==> src/rtl/oai_n1_sdff_bank_pkg.sv <==
// Shared definitions for the oai_*_sdff family of registered OAI bank models.
// Holds the reset value and the per-channel OAI term used by each sibling.
package oai_n1_sdff_bank_pkg;

  // Widest OR group the shared OAI helper accepts.
  localparam int OAI_MAX_N = 64;

  // Value every register in the bank takes on reset.
  localparam logic RST_VAL = 1'b0;

  // OAI term for one channel: ~((|group) & b).
  // Callers zero-extend their N-bit group; the extra zeros do not affect the OR.
  function automatic logic oai_term(input logic [OAI_MAX_N-1:0] grp, input logic b);
    return ~((|grp) & b);
  endfunction

endpackage

==> src/rtl/oai_n1_stage.sv <==
// Scannable W-wide capture register.
// Priority on each rising edge: reset, then scan shift, then enabled capture, else hold.
module oai_n1_stage
  import oai_n1_sdff_bank_pkg::*;
#(
  parameter int W = 4
) (
  input  logic         CLK,
  input  logic         RST,
  input  logic         SE,
  input  logic         SI,
  input  logic         E,
  input  logic [W-1:0] D,
  output logic [W-1:0] Q
);

  logic [W-1:0] shifted;

  // Next value in scan mode: shift toward the MSB, SI enters at bit 0, MSB drops out.
  always_comb begin
    // NOTE: assigning a default first on every path keeps always_comb free of latches.
    shifted    = Q << 1;
    shifted[0] = SI;
  end

  // Capture register with synchronous reset; SE takes priority over E.
  always_ff @(posedge CLK) begin
    // NOTE: sequential state uses non-blocking assignments so all flops update together.
    if (RST) begin
      Q <= {W{RST_VAL}};
    end else if (SE) begin
      Q <= shifted;
    end else if (E) begin
      Q <= D;
    end
  end

endmodule

==> src/rtl/oai_n1_sdff_bank.sv <==
// Multi-channel registered OAI bank: ZN[i] = ~((|A[i*N +: N]) & B[i]),
// captured in a scannable stage-1 flop, then retimed through STAGES-1 more registers.
module oai_n1_sdff_bank
  import oai_n1_sdff_bank_pkg::*;
#(
  parameter int N      = 2,
  parameter int CH     = 4,
  parameter int STAGES = 1
) (
  input  logic            CLK,
  input  logic            RST,
  input  logic            E,
  input  logic            SE,
  input  logic            SI,
  input  logic [CH*N-1:0] A,
  input  logic [CH-1:0]   B,
  output logic [CH-1:0]   ZN,
  output logic            SO
);

  // Reject illegal shapes while elaborating rather than building a broken bank.
  if (N < 1 || N > OAI_MAX_N || CH < 1 || STAGES < 1) begin : g_param_check
    $error("oai_n1_sdff_bank: need 1 <= N <= %0d, CH >= 1, STAGES >= 1 (N=%0d CH=%0d STAGES=%0d)",
           OAI_MAX_N, N, CH, STAGES);
  end

  logic [CH-1:0]        f;
  logic [CH-1:0]        s1;
  logic [OAI_MAX_N-1:0] grp;

  // Combinational OAI core, one term per channel.
  always_comb begin
    f   = '0;
    grp = '0;
    for (int i = 0; i < CH; i++) begin
      grp        = '0;
      grp[N-1:0] = A[i*N +: N];
      f[i]       = oai_term(grp, B[i]);
    end
  end

  // Stage 1 also forms the scan chain; its MSB is the scan output.
  oai_n1_stage #(.W(CH)) u_stage1 (
    .CLK (CLK),
    .RST (RST),
    .SE  (SE),
    .SI  (SI),
    .E   (E),
    .D   (f),
    .Q   (s1)
  );

  assign SO = s1[CH-1];

  // Retiming stages 2..STAGES; they advance whenever stage 1 moves (capture or shift),
  // so the whole pipeline stalls together and scan traffic drains toward ZN.
  for (genvar k = 1; k < STAGES; k++) begin : g_pipe
    logic [CH-1:0] d;
    logic [CH-1:0] q;

    if (k == 1) begin : g_first
      assign d = s1;
    end else begin : g_chain
      assign d = g_pipe[k-1].q;
    end

    // Plain enable register with synchronous reset.
    always_ff @(posedge CLK) begin
      if (RST) begin
        q <= {CH{RST_VAL}};
      end else if (E | SE) begin
        q <= d;
      end
    end
  end

  if (STAGES == 1) begin : g_zn_direct
    assign ZN = s1;
  end else begin : g_zn_piped
    assign ZN = g_pipe[STAGES-1].q;
  end

endmodule

==> config.mk <==
export PLATFORM = sky130hd
export DESIGN_NAME = oai_n1_sdff_bank
export DESIGN_NICKNAME = d
export VERILOG_FILES = /design/src/rtl/oai_n1_sdff_bank_pkg.sv /design/src/rtl/oai_n1_stage.sv /design/src/rtl/oai_n1_sdff_bank.sv
export SDC_FILE = /design/constraint.sdc
export NUM_CORES = 1
export LEC_CHECK = 0
export CAP_MARGIN = 5
export CORE_AREA = 2 2 39 41
export DETAILED_ROUTE_END_ITERATION = 10
export DIE_AREA = 0 0 41 43
export PLACE_DENSITY_LB_ADDON = 0.15
export SYNTH_ARGS = -nofsm -noshare
export SYNTH_HDL_FRONTEND = slang
export SYNTH_SLANG_ARGS = --single-unit
==> constraint.sdc <==
create_clock -name CLK -period 1.1 [get_ports CLK]
set_clock_uncertainty 0.05 [all_clocks]
set_input_delay 0.165 -clock CLK [delete_from_list [all_inputs] [get_ports CLK]]
set_output_delay 0.165 -clock CLK [all_outputs]
set_load 0.03 [all_outputs]
==> flow_summary_export.csv <==
group,metric,value,unit
cells_and_area,antenna-diode-count,0,
yosys,syn-cell-area,203,µm²
worst_setup_path,crit_type,"primary input to flip-flop",
cells_and_area,area_growth,123,%
timing,drv_slew,0,
worst_setup_path,reg2reg_from,"u_stage1.Q[3]",
global_routing,grt_pass1_vias,272,
yosys,synth_cell_types,8,
yosys,syn_inst,23,
cts,cts_resized,1,
worst_setup_path,arrival,1.13,ns
timing,worstMarginPinSlew,0.245,ns
worst_setup_path,end_kind,"flip-flop",
placement,dp.cells,61,
cells_and_area,instances_no_fill,64,
outcome,run_status,"complete, no violations",
floorplan,die_area,1760,µm²
worst_setup_path,path_delay_family,"buffers and inverters",
global_routing,grt_max_degree,8,
drt,postRouteAntennaNets,0,
worst_setup_path,crit_path_start_kind,"primary input",
yosys,synth-seq-area-share,0.395,
cts,cts_setup_buffers,0,
cts,cts_buffer_depth,2,
drt,vias,287,
timing,rsz0062_at_grt,"no",
drt,avgRoutedWirePerCell,11.0,µm
cts,clk_latency,0.24,ns
global_routing,antenna_found_initial,0,
worst_setup_path,required,1.20,ns
hold_path,holdCritPathClass,"primary input to flip-flop",
yosys,synth_area_leaders,"dfxtp_1, o211a_1, o32ai_1",
worst_setup_path,path_buf_inv,1,
floorplan,fp.dieW,41,µm
timing,fmax,0.966,GHz
pwr,clockPowerShare,0.379,
cts,cts_sinks,4,
run,cap_violations,0,
drt,first_iter_violations,8,
hold_path,worstHoldStart,"E",
pwr,power.net_switching,135,µW
pwr,internal-power,366,µW
pwr,p_seq_frac,0.331,
placement,port_buffers,21,
timing,layout_min_cycle_time,1.03,ns
yosys,yosysTopAreaCellShare,0.395,
worst_setup_path,critPathSlowestCell,"clkdlybuf4s50_1",
floorplan,fp-row-count,14,
cells_and_area,final_nets,67,
drt,detail_route.wirelength,705,µm
worst_setup_path,cp_cell_sequence,"clkdlybuf4s50_1, or2_1, o32ai_1",
cells_and_area,final_area,453,µm²
cells_and_area,num-fill-cells,156,
worst_setup_path,path_max_fanout,4,
cells_and_area,largest_reg_flops,4,
timing,hold_viol,0,
timing,slew_headroom,0.837,
yosys,synth_fp_nets,40,
pwr,power_density,1100,nW/µm²
yosys,ys_ff_latch,4,
cells_and_area,multi_input_area,111,µm²
cts,h-tree-depth,1,
worst_setup_path,worstSetupStartpoint,"SE",
floorplan,io_pins,22,
yosys,synthFlopType,"dfxtp_1",
yosys,ys_async_sr_fraction,0,
cts,cts.clk_slew.worst_paths,0.04,ns
drt,drc,0,
drt,firstDrtPassIters,2,
cells_and_area,drive_gt1_frac,0.229,
placement,post-dp-hpwl,582,µm
floorplan,core_area,1380,µm²
global_routing,grt.overflow.total,0,
cts,cts_hold_buf,0,
floorplan,initial_core_util,0.146,
timing,setup_violations,0,
yosys,ys_warn_count,0,
cts,cts_tree,"built",
yosys,yosysTopAreaCell,"dfxtp_1",
worst_setup_path,slowest_delay,0.42,ns
placement,dpl_cell_area,432,µm²
yosys,synth_edf_count,0,
cts,cts_made_buffers,3,
cells_and_area,top_register,"u_stage1.Q",
cells_and_area,reg_top3,"u_stage1.Q x4",
pwr,swShare,0.269,
global_routing,grt_pass1_wl,1020,µm
timing,fin_crit_sh,0.941,
pwr,comb_power_share,0.289,
drt,vias_per_cell,4.48,
pwr,irDropWorstVdd,403,µV
yosys,syn_area_per_cell,8.81,µm²
placement,routabilityCongestion,0.605,
floorplan,fp.dieH,43,µm
cells_and_area,regArea,80.1,µm²
global_routing,grt_usage,0.0945,
cts,cts_root_buffer,"clkbuf_4",
pwr,leakage,0.000215,µW
yosys,synth_common_cells,"dfxtp_1, nand2_1, nor2_1, o211a_1, o32ai_1",
[final cells by class]
| class | instances | share of cell area |
|---|---|---|
| clock buffers | 3 | 0.0497 |
| multi-input cells | 17 | 0.246 |
| flip-flops and latches | 4 | 0.177 |
| well taps | 16 | 0.0442 |
| repair buffers | 24 | 0.483 |
[per-stage QoR]
step                      utilization  total power, µW  hold WS, ns  TNS (ns)  setup slack [ns]
final                           0.327              500        0.424         0            0.0653
after global routing            0.327              542        0.460         0            0.0248
after CTS                       0.327              512        0.440         0            0.0645
after detailed placement        0.312              315        0.440    -0.863            -0.249
after global placement          0.312              313        0.436    -0.735            -0.243
after floorplan                     -              224        0.212         0             0.149
[cells by family (layout without fill, tap and decap cells)]
family / Yosys count / after routing / share of synthesized area
buf+inv: 2 / 27 / 0.0556
compound gates: 8 / 8 / 0.370
flops: 4 / 4 / 0.395
simple gates: 9 / 9 / 0.179
[power groups by stage]
stage	sequential (µW)	combinational, µW	clock (µW)
after global routing	167	155	220
after global placement	167	146	0
final	166	145	190
after floorplan	188	36.2	0
after CTS	166	147	199
after detailed placement	168	148	0
[worst paths after layout]
kind	slack, ns	cells past startpoint	to
worst max-delay path	0.07	3	u_stage1.Q[0]
worst min-delay path	0.42	3	u_stage1.Q[2]
worst max register to register	0.32	2	u_stage1.Q[3]
worst min register to register	0.44	2	u_stage1.Q[3]
[tightest hold or removal path: cells and delay by family]
kind / cells / cell delay (ns)
buffers and inverters: 1 / 0.31
AOI/OAI and AO/OA: 1 / 0.07
and+or+nand+nor: 1 / 0.11
[layout by cell type (no fill, tap or decap)]
cell,netlist,layout
dfxtp_1,4,4
clkdlybuf4s50_1,0,15
nand2_1,4,4
clkbuf_4,0,3
nor2_1,4,4
o32ai_1,4,4
o211a_1,4,4
buf_4,1,8
dlygate4sd2_1,0,1
or2_1,1,1
[routing by layer]
metal / vias up / share of wire / global-route usage
li1: 137 / - / -
met1: 131 / 0.35 / 0.0806
met2: 16 / 0.48 / 0.141
met3: 3 / 0.15 / 0.0942
met4: 0 / 0.016 / 0.0400
met5: - / 0 / 0
Power figures use the tool's default switching activity.
